===== src/rtl/cpu_ctrl_pkg.sv =====
// Shared control types for the 5-stage integer pipeline: op_data flag
// indices, forwarding select encoding, hazard FSM states, scoreboard slot.
package cpu_ctrl_pkg;

    localparam int OPD_W         = 15;
    localparam int OPD_USES_IMM  = 0;
    localparam int OPD_USES_R1   = 1;
    localparam int OPD_USES_R2   = 2;
    localparam int OPD_USES_RD   = 3;
    localparam int OPD_IS_BRANCH = 4;
    localparam int OPD_IS_JUMP   = 5;
    localparam int OPD_IS_ALU    = 6;
    localparam int OPD_MEM_READ  = 7;
    localparam int OPD_MEM_WRITE = 8;
    localparam int OPD_IS_CSR    = 9;
    localparam int OPD_IS_SYS    = 10;
    localparam int OPD_SIGNED    = 11;
    localparam int OPD_MEM1      = 12;
    localparam int OPD_MEM2      = 13;
    localparam int OPD_MEM4      = 14;

    typedef enum logic [1:0] {
        FWD_RF  = 2'b00,
        FWD_EX  = 2'b01,
        FWD_MEM = 2'b10
    } fwd_sel_t;

    typedef enum logic [1:0] {
        RUN     = 2'd0,
        LDSTALL = 2'd1,
        REFILL  = 2'd2,
        MEMWAIT = 2'd3
    } hz_state_t;

    typedef struct packed {
        logic       valid;
        logic [4:0] rd;
        logic       wr;
        logic       ld;
    } sb_slot_t;

    localparam sb_slot_t SLOT_EMPTY = '0;

endpackage


===== src/rtl/fwd_select.sv =====
// Operand forwarding comparator: picks EX, MEM or register file for one
// source operand. Ports: used/rs of the operand, EX and MEM slots, sel out.
module fwd_select
    import cpu_ctrl_pkg::*;
(
    input  logic       used,
    input  logic [4:0] rs,
    input  sb_slot_t   ex_slot,
    input  sb_slot_t   mem_slot,
    output fwd_sel_t   sel
);

    always_comb begin
        sel = FWD_RF;
        if (used && rs != 5'd0) begin
            // A load in EX has no result yet; it is covered by the stall.
            if (ex_slot.valid && ex_slot.wr && !ex_slot.ld &&
                ex_slot.rd == rs) begin
                sel = FWD_EX;
            end else if (mem_slot.valid && mem_slot.wr &&
                         mem_slot.rd == rs) begin
                sel = FWD_MEM;
            end
        end
    end

endmodule


===== src/rtl/pipeline_hazard_ctrl.sv =====
// Hazard/sequencing controller beside decode: stall, bubble, flush, freeze,
// forwarding selects and a saturating lost-cycle counter.
// Ports: clk, reset_n, id_* decode info, ex_redirect, mem_busy in;
// stall, bubble, flush, freeze, fwd_a, fwd_b, lost_cycles out.
module pipeline_hazard_ctrl
    import cpu_ctrl_pkg::*;
#(
    parameter int REFILL_CYCLES = 1,
    parameter int CNT_W         = 16
) (
    input  logic             clk,
    input  logic             reset_n,
    input  logic             id_valid,
    input  logic [14:0]      id_op_data,
    input  logic [4:0]       id_rs1,
    input  logic [4:0]       id_rs2,
    input  logic [4:0]       id_rd,
    input  logic             ex_redirect,
    input  logic             mem_busy,
    output logic             stall,
    output logic             bubble,
    output logic             flush,
    output logic             freeze,
    output logic [1:0]       fwd_a,
    output logic [1:0]       fwd_b,
    output logic [CNT_W-1:0] lost_cycles
);

    sb_slot_t         ex_q, ex_d, mem_q, mem_d, id_slot;
    hz_state_t        state_q, state_d;
    logic [1:0]       refill_q, refill_d;
    logic             pend_redir_q, pend_redir_d;
    logic [CNT_W-1:0] lost_q, lost_d;

    logic     uses_r1, uses_r2, uses_rd, is_ld;
    logic     refill_act, id_eff, redir_eff, load_use;
    logic     stall_c, bubble_c, flush_c, freeze_c;
    fwd_sel_t sel_a, sel_b;
    logic     unused_opd;

    assign uses_r1 = id_op_data[OPD_USES_R1];
    assign uses_r2 = id_op_data[OPD_USES_R2];
    assign uses_rd = id_op_data[OPD_USES_RD];
    assign is_ld   = id_op_data[OPD_MEM_READ];
    assign unused_opd = ^{id_op_data[14:8], id_op_data[6:4], id_op_data[0]};

    assign id_slot.valid = 1'b1;
    assign id_slot.rd    = id_rd;
    assign id_slot.wr    = uses_rd && id_rd != 5'd0;
    assign id_slot.ld    = is_ld;

    // While refilling after a redirect, decode holds wrong-path garbage.
    assign refill_act = refill_q != 2'd0;
    assign id_eff     = id_valid && !refill_act;
    assign redir_eff  = ex_redirect || pend_redir_q;

    // ex_q.wr already excludes rd == 0, so x0 never matches.
    assign load_use = id_eff && ex_q.valid && ex_q.ld && ex_q.wr &&
                      ((uses_r1 && id_rs1 == ex_q.rd) ||
                       (uses_r2 && id_rs2 == ex_q.rd));

    fwd_select u_fwd_a (
        .used     (uses_r1),
        .rs       (id_rs1),
        .ex_slot  (ex_q),
        .mem_slot (mem_q),
        .sel      (sel_a)
    );

    fwd_select u_fwd_b (
        .used     (uses_r2),
        .rs       (id_rs2),
        .ex_slot  (ex_q),
        .mem_slot (mem_q),
        .sel      (sel_b)
    );

    always_comb begin
        stall_c      = 1'b0;
        bubble_c     = 1'b0;
        flush_c      = 1'b0;
        freeze_c     = 1'b0;
        state_d      = state_q;
        refill_d     = refill_q;
        pend_redir_d = pend_redir_q;
        ex_d         = ex_q;
        mem_d        = mem_q;
        lost_d       = lost_q;
        if (mem_busy) begin
            freeze_c     = 1'b1;
            stall_c      = 1'b1;
            state_d      = MEMWAIT;
            pend_redir_d = pend_redir_q || ex_redirect;
        end else begin
            pend_redir_d = 1'b0;
            if (redir_eff) begin
                flush_c  = 1'b1;
                bubble_c = 1'b1;
                state_d  = REFILL;
                refill_d = 2'(REFILL_CYCLES);
            end else if (refill_act) begin
                refill_d = refill_q - 2'd1;
                state_d  = (refill_q == 2'd1) ? RUN : REFILL;
            end else if (load_use) begin
                stall_c  = 1'b1;
                bubble_c = 1'b1;
                state_d  = LDSTALL;
            end else begin
                state_d  = RUN;
            end
            mem_d = ex_q;
            ex_d  = (bubble_c || !id_eff) ? SLOT_EMPTY : id_slot;
        end
        // Refill cycles are lost fetch slots too, so they count.
        if ((stall_c || flush_c || freeze_c || refill_act) &&
            lost_q != {CNT_W{1'b1}}) begin
            lost_d = lost_q + 1'b1;
        end
    end

    always_ff @(posedge clk or negedge reset_n) begin
        if (!reset_n) begin
            state_q      <= RUN;
            refill_q     <= 2'd0;
            pend_redir_q <= 1'b0;
            ex_q         <= SLOT_EMPTY;
            mem_q        <= SLOT_EMPTY;
            lost_q       <= '0;
        end else begin
            state_q      <= state_d;
            refill_q     <= refill_d;
            pend_redir_q <= pend_redir_d;
            ex_q         <= ex_d;
            mem_q        <= mem_d;
            lost_q       <= lost_d;
        end
    end

    assign stall       = stall_c && reset_n;
    assign bubble      = bubble_c && reset_n;
    assign flush       = flush_c && reset_n;
    assign freeze      = freeze_c && reset_n;
    assign fwd_a       = reset_n ? sel_a : FWD_RF;
    assign fwd_b       = reset_n ? sel_b : FWD_RF;
    assign lost_cycles = lost_q;

endmodule


===== config.mk =====
export PLATFORM = sky130hd
export DESIGN_NAME = pipeline_hazard_ctrl
export DESIGN_NICKNAME = d
export VERILOG_FILES = /design/src/rtl/cpu_ctrl_pkg.sv /design/src/rtl/fwd_select.sv /design/src/rtl/pipeline_hazard_ctrl.sv
export SDC_FILE = /design/constraint.sdc
export NUM_CORES = 1
export LEC_CHECK = 0
export ABC_AREA = 1
export CAP_MARGIN = 20
export CELL_PAD_IN_SITES_DETAIL_PLACEMENT = 1
export CELL_PAD_IN_SITES_GLOBAL_PLACEMENT = 2
export CORE_MARGIN = 2
export CORE_UTILIZATION = 30
export DETAILED_ROUTE_END_ITERATION = 7
export DONT_BUFFER_PORTS = 1
export PLACE_DENSITY = 0.7
export SYNTH_ARGS = -nofsm -noshare
export SYNTH_HDL_FRONTEND = slang
export SYNTH_SLANG_ARGS = --single-unit

===== constraint.sdc =====
create_clock -name clk -period 3.7 [get_ports clk]
set_input_delay 0.74 -clock clk [delete_from_list [all_inputs] [get_ports clk]]
set_output_delay 0.74 -clock clk [all_outputs]
set_load 0.01 [all_outputs]

==> results.md <==
- Post-CTS Setup Bufs: 0
- Clock Latency Late Sink: 0.28 ns
- Final setup viols: 0
- Seq/Total Area, Yosys: 39.4%
- Vias in the first global route: 1960
- DRC: 0
- Pre-CTS setup slack: 1.23 ns
- Clock share of power: 31.3%
- Num CTS Buffers: 5
- Power per cell area: 455 mW/mm²
- Worst slew margin: 60.9%
- # clock sinks: 34
- Post-synthesis net count: 335
- Hold_buf cts: 0
- Logic pwr share: 20.3%
- Clock Pin Slew Worst Setup and Hold Paths: 0.08 ns
- Cell Int Power: 0.000701 W
- Setup Skew: 0.00846 ns
- Final HPWL DP: 4380 µm
- Share of layout cells above drive strength 1: 9.03%
- Synth cell types: 29
- Gr usage total: 16.3%
- H-tree Lvls: 2
- Async S/R FF share, synth: 100%
- Worst Path Required: 2.96 ns
- Area grow syn2layout: 8.82%
- Final core utilization: 34.2%
- Fin. max-slew vios: 0
- PortBufs: 0
- Final WS setup: 1.27 ns
- Post-Synthesis Cells: 298
- Pwr Total: 0.00107 W
- Area taken by multi-input logic gates: 0.00116 mm²
- Largest net degree at the start of global routing: 39
- First-pass GRT wire length: 9830 µm
- Die width: 88.8 µm
- Status: complete, no violations
- Pleak: 1.13 nW
- Initial antenna violation count: 0
- Critical path class: in -> out
- Die Height: 88.8 µm
- Worst path arrival time: 1.69 ns
- Overflow after GRT: 0
- Hold Vio Cnt, Final: 0
- Peak supply drop: 0.232 mV
- RSZ-0062 raised after global routing: false
- Worst Setup SP: id_rs1[3]
- End of the worst register-to-register path: lost_cycles[2]
- Syn_area_per_cell: 7.24 µm²
- Mapped Area: 0.00216 mm²
- # rows: 30
- Switching part of the total power: 34.3%
- CP max stage delay: 0.28 ns
- TritonCTS clock tree: built
- Antenna Nets Post-Route: 0
- Count of state elements after synthesis: 34
- DRT Pass-1 Iters: 6
- Max_cap viols: 0
- Most common flop cell mapped by yosys: dfrtp_1
- RePlAce Congestion: 0.809
- Critical-path top delay cell: a21oi_1
- Post-Route WL: 5840 µm
- Clock Tree Root: clkbuf_8
- Vias: 1881
- Class of the worst hold path: in -> async
- Fill cells: 866
- Crit path max fanout: 11
- Number of synthesized flops with an enable pin: 0
- Worst r2r path cells: 9
- CTS max path bufs: 2
- Initial Utilization: 31.4%
- Post_cts resized: 0
- Total Neg Setup Slack: 0 ns
- Tcrit/Tclk final: 65.6%
- Max Freq: 0.412 GHz
- Nets: 335
- Critical path startpoint category: input pin
- Sequential share of power: 48.4%
- Critical Path Sink Type: output port
- 1st-iter DRT viols: 49
- Ys Warns: 0
- Crit path cell chain: inv_1 -> nand2_1 -> nand2_1 -> nor2_1 -> nand4_1 -> nand2_1 -> nand2_2 -> a21oi_1
- RR Startpoint: lost_cycles[0]
- Top-Level Pins: 59
- Drt via density: 4.76
- Wirelength per Cell: 14.8 µm
- Critical path's most frequent cell: nand2_1
- Worst-Margin Slew: 0.586 ns
- Diode count: 0
- Core Region: 0.00687 mm²
- Reg2Reg Setup Slack: 1.69 ns
- NetSw: 0.000366 W
- Total die area: 0.00788 mm²
- Reg area: 851 µm²
- Crit path time final: 2.43 ns
[power groups by stage]
stage | sequential (W) | clock, W | combinational [W]
final | 0.000517 | 0.000334 | 0.000216
after global routing | 0.000529 | 0.000367 | 0.000252
after CTS | 0.000519 | 0.000344 | 0.000219
after detailed placement | 0.000526 | 0 | 0.000217
after global placement | 0.000525 | 0 | 0.000208
after floorplan | 0.000501 | 0 | 0.000183
[state kept, by name, summed over array words and instances (netlist names)]
name	cells
pend_redir_q	1
ex_q	8
refill_q	2
lost_cycles	16
mem_q	7
[how the worst max path moves through the flow]
stage	endpoint	slack [ns]	cells after the start
final	bubble	1.27	8
after global routing	bubble	1.05	8
after CTS	bubble	1.23	8
after detailed placement	bubble	1.23	8
after global placement	bubble	1.23	8
after floorplan	bubble	1.38	9
[per-stage QoR]
step / instance area [µm²] / hold slack [ns] / instances
global placement: 2240 / 0.446 / 387
global route: 2350 / 0.116 / 395
CTS: 2350 / 0.129 / 395
floorplan: 2160 / 0.444 / 298
detailed placement: 2240 / 0.446 / 387
finish: 2350 / 0.143 / 395
[placed cells by master, fill, tap and decap left out, drive strengths merged]
master,synthesis,routed
a22oi,1,1
o21ai,14,14
xor2,11,11
inv,28,28
ha,2,2
nand3,31,31
nor2,24,24
nor4,3,3
dfrtp,34,34
o41ai,1,1
nand3b,1,1
nand2,106,106
nor3,4,4
nand4,14,14
xnor2,12,12
clkbuf,3,8
a21oi,2,2
or2,3,3
[synthesized netlist by cell type (2+ instances only)]
cell type	number	area, µm²
a21oi_1	2	10.0
buf_2	2	10.0
clkbuf_1	3	11.3
dfrtp_1	34	851
ha_1	2	25.0
inv_1	22	82.6
inv_2	6	22.5
nand2_1	102	383
nand2_2	2	12.5
nand2_4	2	22.5
nand3_1	30	150
nand4_1	14	87.6
nor2_1	19	71.3
nor2_2	5	31.3
nor3_1	3	15.0
nor4_1	3	18.8
o21ai_0	9	45.0
o21ai_1	5	25.0
or2_2	2	12.5
xnor2_1	12	105
xor2_1	11	96.3
[cell families after synthesis]
| logic type | count (synthesis) | share of synthesized area [%] |
|---|---|---|
| compound gates | 18 | 4.47 |
| simple gates | 186 | 38.9 |
| fa+ha+maj | 2 | 1.16 |
| xor+xnor | 23 | 9.34 |
| flops | 34 | 39.4 |
| buf+inv | 35 | 6.73 |
[layout make-up]
type | instances | area share, %
clock buffer | 8 | 4.69
multi-input combinational | 229 | 49.5
tap | 96 | 5.12
inverter | 28 | 4.48
sequential | 34 | 36.2
[per-layer routing]
metal	up-vias	wire [µm]	global-route usage, %
met5	-	0	0
met4	0	41	4.13
met3	4	370	5.32
met2	38	2490	24.2
met1	880	2940	22.9
li1	959	-	-
[critical path: cells and delay by family]
| kind | cells | cell delay (ns) |
|---|---|---|
| buffers and inverters | 1 | 0.03 |
| AND/OR/NAND/NOR | 6 | 0.63 |
| AO/OA/AOI/OAI | 1 | 0.28 |
Note: power is estimated with default switching activity, not from simulation.
